### config.mk
export PLATFORM = sky130hd
export DESIGN_NAME = controle_busca_binaria
export DESIGN_NICKNAME = d
export VERILOG_FILES = /design/src/rtl/controle_busca_binaria.sv
export SDC_FILE = /design/constraint.sdc
export NUM_CORES = 1
export LEC_CHECK = 0
export BUFFER_PORTS_ARGS = -buffer_cell sky130_fd_sc_hd__buf_4
export CAP_MARGIN = 20
export CORE_ASPECT_RATIO = 1.4
export CORE_MARGIN = 2
export CORE_UTILIZATION = 52
export DETAILED_ROUTE_END_ITERATION = 16
export PLACE_DENSITY = 0.82
export SYNTH_ARGS = -nofsm -noshare
export SYNTH_HDL_FRONTEND = slang
export SYNTH_SLANG_ARGS = --single-unit
### constraint.sdc
create_clock -name CLK -period 1.7 [get_ports CLK]
set_input_delay 0.085 -clock CLK [delete_from_list [all_inputs] [get_ports CLK]]
set_output_delay 0.085 -clock CLK [all_outputs]
set_load 0.05 [all_outputs]
### src/rtl/controle_busca_binaria.sv
// controle_busca_binaria: binary-search controller driving comparator operand A until A equals the hidden B.
// Define BUSCA_VERIFICA_ONEHOT_EN to flag non-one-hot comparator feedback as an error.
module controle_busca_binaria #(
  parameter int N      = 4,
  parameter int ESPERA = 1
) (
  input  logic                      CLK,
  input  logic                      CLR,
  input  logic                      INICIAR,
  input  logic                      A_maior_que_B,
  input  logic                      A_menor_que_B,
  input  logic                      A_igual_a_B,
  output logic [N-1:0]              GUESS,
  output logic                      OCUPADO,
  output logic                      PRONTO,
  output logic                      ACHOU,
  output logic                      ERRO,
  output logic [$clog2(N+2)-1:0]    TENTATIVAS
);
  typedef enum logic [2:0] {S_OCIOSO, S_PROPOE, S_ESPERA, S_AVALIA, S_FIM} estado_t;
  localparam logic [3:0] ESP = 4'(ESPERA);
  estado_t      estado_q;
  logic [N:0]   lo_q, hi_q;
  logic [3:0]   espera_q;
  logic [N-1:0] meio;
  logic [N:0]   g_ext;
  logic         igual, maior, invalido;
  // the sum keeps its carry bit so the midpoint of the top interval stays correct
  assign meio  = N'((lo_q + hi_q) >> 1);
  assign g_ext = {1'b0, GUESS};
`ifdef BUSCA_VERIFICA_ONEHOT_EN
  assign invalido = !({A_maior_que_B, A_menor_que_B, A_igual_a_B} inside {3'b100, 3'b010, 3'b001});
  assign igual    = A_igual_a_B;
  assign maior    = A_maior_que_B;
`else
  assign invalido = 1'b0;
  assign igual    = A_igual_a_B;
  assign maior    = !A_igual_a_B && A_maior_que_B;
`endif
  always_ff @(posedge CLK or posedge CLR) begin
    if (CLR) begin
      estado_q   <= S_OCIOSO;
      lo_q       <= '0;
      hi_q       <= '0;
      espera_q   <= '0;
      GUESS      <= '0;
      OCUPADO    <= 1'b0;
      PRONTO     <= 1'b0;
      ACHOU      <= 1'b0;
      ERRO       <= 1'b0;
      TENTATIVAS <= '0;
    end else begin
      case (estado_q)
        S_OCIOSO, S_FIM: if (INICIAR) begin
          lo_q       <= '0;
          hi_q       <= {1'b0, {N{1'b1}}};
          TENTATIVAS <= '0;
          PRONTO     <= 1'b0;
          ACHOU      <= 1'b0;
          ERRO       <= 1'b0;
          OCUPADO    <= 1'b1;
          estado_q   <= S_PROPOE;
        end
        S_PROPOE: begin
          GUESS      <= meio;
          TENTATIVAS <= TENTATIVAS + 1'b1;
          espera_q   <= ESP;
          estado_q   <= (ESP == 4'd0) ? S_AVALIA : S_ESPERA;
        end
        S_ESPERA: begin
          espera_q <= espera_q - 4'd1;
          if (espera_q <= 4'd1) estado_q <= S_AVALIA;
        end
        S_AVALIA: begin
          // empty-interval checks fire before any bound could wrap
          if (invalido || igual || (maior && g_ext == lo_q) || (!maior && g_ext == hi_q)) begin
            ACHOU    <= !invalido && igual;
            ERRO     <= invalido || !igual;
            PRONTO   <= 1'b1;
            OCUPADO  <= 1'b0;
            estado_q <= S_FIM;
          end else begin
            if (maior) hi_q <= g_ext - 1'b1;
            else lo_q <= g_ext + 1'b1;
            estado_q <= S_PROPOE;
          end
        end
        default: estado_q <= S_OCIOSO;
      endcase
    end
  end
endmodule

# Yosys cells after proc, flatten, opt, wreduce, memory -nomap -nowiden
# Cells that the tools add are included.
word_totals:
  register_bits: 28
  inputBits: 6
  out_inout_bits: 11
  wordCells: 70
classes:
  addsub: 5
  n_lt_le_gt_ge: 1
  n_eq_ne: 12
  n_mux: 25
  n_reduce_logical: 17
ops:
  columns: ["op", "n"]
  rows:
  - ["two-way mux 5 bit", 6]
  - ["one-hot mux 5 bit (2 select lines)", 2]
  - ["two-way mux 3 bit", 4]
  - ["!= test 2 bit, second input constant", 6]
  - ["one-hot mux 3 bit (4 select lines)", 1]
  - ["equality test 4 x 5 -> 1 bit", 2]
  - ["one-hot mux 1 bit (2 select lines)", 4]
  - ["one-hot mux 4 bit (2 select lines)", 1]
  - ["AND reduction 4 bit", 2]
  - ["equality test 3 x 2 -> 1 bit, second input constant", 2]
  - ["two-way mux 1 bit", 6]
  - ["one-hot mux 3 bit (2 select lines)", 1]
  - ["nonzero test 2 bit", 3]
  - ["adder 4 x 1 -> 5 bit, second input constant", 1]
  - ["adder 5 bit", 1]
  - ["subtractor 4 x 1 -> 5 bit, second input constant", 1]
  - ["less-or-equal comparator 4 x 1 -> 1 bit, second input constant", 1]
  - ["AND reduction 2 bit", 2]
  - ["subtractor 4 x 1 -> 4 bit, second input constant", 1]
  - ["adder 3 x 1 -> 3 bit, second input constant", 1]
  - ["equality test 3 x 1 -> 1 bit, second input constant", 1]
  - ["equality test 3 bit, second input constant", 1]
  - ["logical AND 1 bit", 3]
  - ["logical NOT 3 bit", 1]
  - ["4 further kinds", 6]

# Depth between registers and ports, before layout
logic_depth:
  depth_word: 7
  ltp_mapped: 7
  mapped_depth_nobuf: 7

# Worst setup path after synthesis
# No wires, ideal clock.
synth_timing:
  path_kind: "register -> register"
  start: "register GUESS[3]"
  end: "register ACHOU"
  setup_ps: 121
  arrival_ps: 1811
  t_required_ps: 1579
  setup_slack_ps: -232
  path_stages_with_launch: 7
  n_path_buf: 1
  synth_period_minus_slack_ps: 1932
  path_cell_list: "dfrtp_1 buf_6 xor2_1 nor3_2 nor4b_4 o21ai_2 a32o_2"
synth_via:
  elab_chain_len: 6
  elab_cells_between_ends: 8
  classes_between: "eq/ne: 3; reduce/logical: 5"
synth_lines:
  columns: ["item", "line_no", "rtl"]
  rows:
  - ["start, declared", "13", "output logic [N-1:0] GUESS,"]
  - ["start signal, assigned", "65", "GUESS <= meio;"]
  - ["equality test 4 x 5 -> 1 bit", "76", "if (invalido || igual || (maior && g_ext == lo_q) || (!maior && g_ext == hi_q)) begin"]
  - ["logical AND 1 bit", "76", null]
  - ["logical OR 1 bit", "76", null]
  - ["logical OR 1 bit (*)", "76", null]
  - ["!= test 2 bit (no source line) (*)", null, null]
  - ["AND reduction 3 bit (no source line) (*)", null, null]
  - ["end signal, assigned", "77", "ACHOU <= !invalido && igual;"]
  - ["end, declared", "16", "output logic ACHOU,"]
# Every way passes the cells marked *; elsewhere a longest branch is shown, timed or not.
# A chain may end at the register's enable or synchronous reset.

# Final worst setup path
# Same ends and word-level chain as after synthesis.

==> impl_results.md <==
* # IOs at 17
* Core Area at 3090 um2
* Slew HR at between 70 and 80%
* Drt initial violations at between 40 and 50
* Number of synthesized flops with an enable pin at 0
* Setup CP Type: register to register
* Final period utilization at 102%
* Worst setup SP type: register
* Cell Count, Final, Fillers Out at 246
* Vias per cell at around 6
* Met3 wire length at 106 um
* Top cell type's share of synthesized area at 41.8%
* Register area share after synthesis at 41.8%
* Post-Route M1 WL at 1520 um
* Crit Path Max Fanout at 5
* Max-cap violation count at 0
* Dpl cell area at 1920 um2
* Synth area leader: dfrtp_1
* Fin crit period at between 1.5 and 2 ns
* CTS tree: done
* Worst VDD drop at 1.34 mV
* Routed len/inst at 16.7 um
* Leak at 1.00 nW
* Final net count at 223
* Routed WL at 4120 um
* Pins Over Slew Limit at 0
* DIE HEIGHT at 71.2 um
* Die area at 3700 um2
* # port buffers at 15
* Failing checks: negative setup slack
* Crit path arrival time at 1.91 ns
* Most common cell after layout, fill and taps aside: buf_4
* Top Layer Used: met4
* Critical path's slowest cell: dfrtp_2
* Vias post-DR at about 1500
* Req. time, crit path at 1.87 ns
* R2R Path End: ACHOU$_DFFE_PP0P_
* Mapped cell area at 1680 um2
* Reg-to-reg setup timing slack at -0.04 ns
* FF-to-FF Start: GUESS[3]$_DFFE_PP0P_
* CP endpoint kind: register
* Beginning of the critical path: GUESS[3]$_DFFE_PP0P_
* Min-delay src: A_igual_a_B
* H-tree levels at 1
* Synth warnings at 0
* Final Hold Fails at 0
* Highest Clock Rate at approximately 570 MHz
* Vias in the first global route at 1594
* Root Buffer: clkbuf_8
* Critical path cell sequence: xor2_1, nor3_2, nor4b_4, buf_4, o21ai_4, a32o_2
* Global route overflow at 0
* Fin area at roughly 2100 um2
* GPL Wtd Cong at 0.895
* CTS Buffer Depth at 2
* DRT Pass-1 Iters at 4
* Worst clock skew at approximately 0.0026 ns
* Hold Crit Class: input port to register
* Setup violations, final at 4
* Worst skew pair latency at 0.27 ns
* Die X-Extent at 52.0 um
* Pwr/cell area at 2040 nW/um2
* Synthesized instance count at 172
* Largest net degree at the start of global routing at 29
* DRT antenna net count at 0
* Flops & latches, synth at 28
* Initial core utilization at 54.2%
* Synth-to-layout area growth at 24.0%
* Run status: finished, violations left
* Reg2reg path depth at 6
* Avg Inst Size Synth at a little under 10 um2
* Antenna fix cells at 0
* CTS Buf Count at 3
* First-pass GRT wire length at 7160 um
* Clk slew on worst S/H paths at about 0.090 ns
* Unrepaired setup endpoints after global routing: true
* Post-detail-place hpwl at 3150 um
* Area contributors post-synth: dfrtp_1, xor2_1, ha_1
* Detailed-route DRC error count at 0
* Post-synth cell types at 45
* Cell Rows at 24
* Asr flop ratio synth at between 90% and 100%
* Slowest stage delay, CP at 0.47 ns
* GRT Total Usage at approximately 26%
* Routed wl met2 at 2300 um
* Initial antenna violation count at 0
* Worst setup path end: ACHOU$_DFFE_PP0P_
* Setup ws final at -0.0421 ns
* Share of cells above drive strength 1 at between 20 and 30%
* Ys flop type: dfrtp_1
* Clk sinks at 28
* Mapped Nets at roughly 190
* Commonest cells after routing, fill and taps aside: buf_4, dfrtp_1, nand2_1, o21ai_0
* Worst slew pin tran at 0.396 ns
* Placed cell count at 236
## where the power goes
group / internal, mW / switching [mW]
combinational: 1.11 / 1.57
sequential: 0.929 / 0.274
clock: 0.168 / 0.198
total: 2.20 / 2.04
## what timing repair did
action / in CTS / in global routing
hold buffers: 2 / 0
pin swaps: 6 / 3
buffers inserted: 2 / 2
hold endpoints to repair: 29 / 0
setup endpoints to repair: 9 / 17
gates resized for setup: 0 / 13
## logic make-up (layout without fill, tap and decap cells)
kind of cell             after synthesis  in the layout  share of synthesized area [%]
AO/OA/AOI/OAI                         42             42                           16.9
XOR/XNOR                              17             17                           8.88
adder cells (fa/ha/maj)                9              9                           7.16
buffers and inverters                 18             53                           5.60
flip-flops                            28             28                           41.8
multiplexers                           4              4                           2.39
AND/OR/NAND/NOR                       54             54                           17.2
## cell usage after synthesis (all sizes together), types with 3 or more instances
| cell type | count |
|---|---|
| buf | 6 |
| o21ai | 14 |
| nand2 | 17 |
| nor2 | 11 |
| a22o | 4 |
| a21o | 3 |
| nor3 | 8 |
| ha | 8 |
| nor4 | 3 |
| xor2 | 12 |
| a21oi | 8 |
| inv | 10 |
| nand3 | 4 |
| xnor2 | 5 |
| dfrtp | 28 |
| mux2i | 4 |
## critical path: cells and delay by family (launching register included)
kind,cells,cell delay (ns)
AND/OR/NAND/NOR,2,0.48
buffers and inverters,1,0.19
XOR/XNOR,1,0.17
flip-flops,1,0.47
AO/OA/AOI/OAI,2,0.33
## layout make-up
| type | instances | area [um2] |
|---|---|---|
| fill | 254 | 1010 |
| multi-input combinational | 126 | 945 |
| clock buffer | 4 | 45.0 |
| sequential | 28 | 706 |
| tap | 39 | 48.8 |
| inverter | 10 | 37.5 |
| timing repair buffer | 39 | 298 |
## sequential cells by signal (all words and copies together), names as in the netlist
register,flops
hi_q,5
lo_q,5
GUESS,4
espera_q,4
TENTATIVAS,3
estado_q,3
ACHOU,1
ERRO,1
OCUPADO,1
PRONTO,1
## routing by layer
metal	track usage (%)	up-vias
met5	0	-
met1	27.3	716
met2	46.4	38
met3	3.38	20
li1	-	678
met4	15.2	0
## through the flow
stage	setup TNS (ns)	hold slack, ns	power [mW]	setup WS, ns	util [%]
global placement	-0.00692	0.169	3.55	-0.00692	62.1
global route	-0.673	0.0529	4.59	-0.0757	67.2
floorplan	-0.245	0.150	2.94	-0.115	-
finish	-0.144	0.0418	4.24	-0.0421	67.2
CTS	-0.127	0.0331	4.12	-0.0422	64.7
detailed placement	-0.123	0.182	3.71	-0.0493	62.1
## worst min path at each step
stage	end	slack [ns]	cells past startpoint
6_report	ERRO$_DFFE_PP0P_	0.04	2
3_5_place_dp	espera_q[2]$_DFFE_PP0N_	0.18	3
2_1_floorplan	ACHOU$_DFFE_PP0P_	0.15	1
4_1_cts	ERRO$_DFFE_PP0P_	0.03	2
3_3_place_gp	TENTATIVAS[0]$_DFFE_PP0P_	0.17	3
5_1_grt	ERRO$_DFFE_PP0P_	0.05	2
Note: power is estimated with default switching activity, not from simulation.
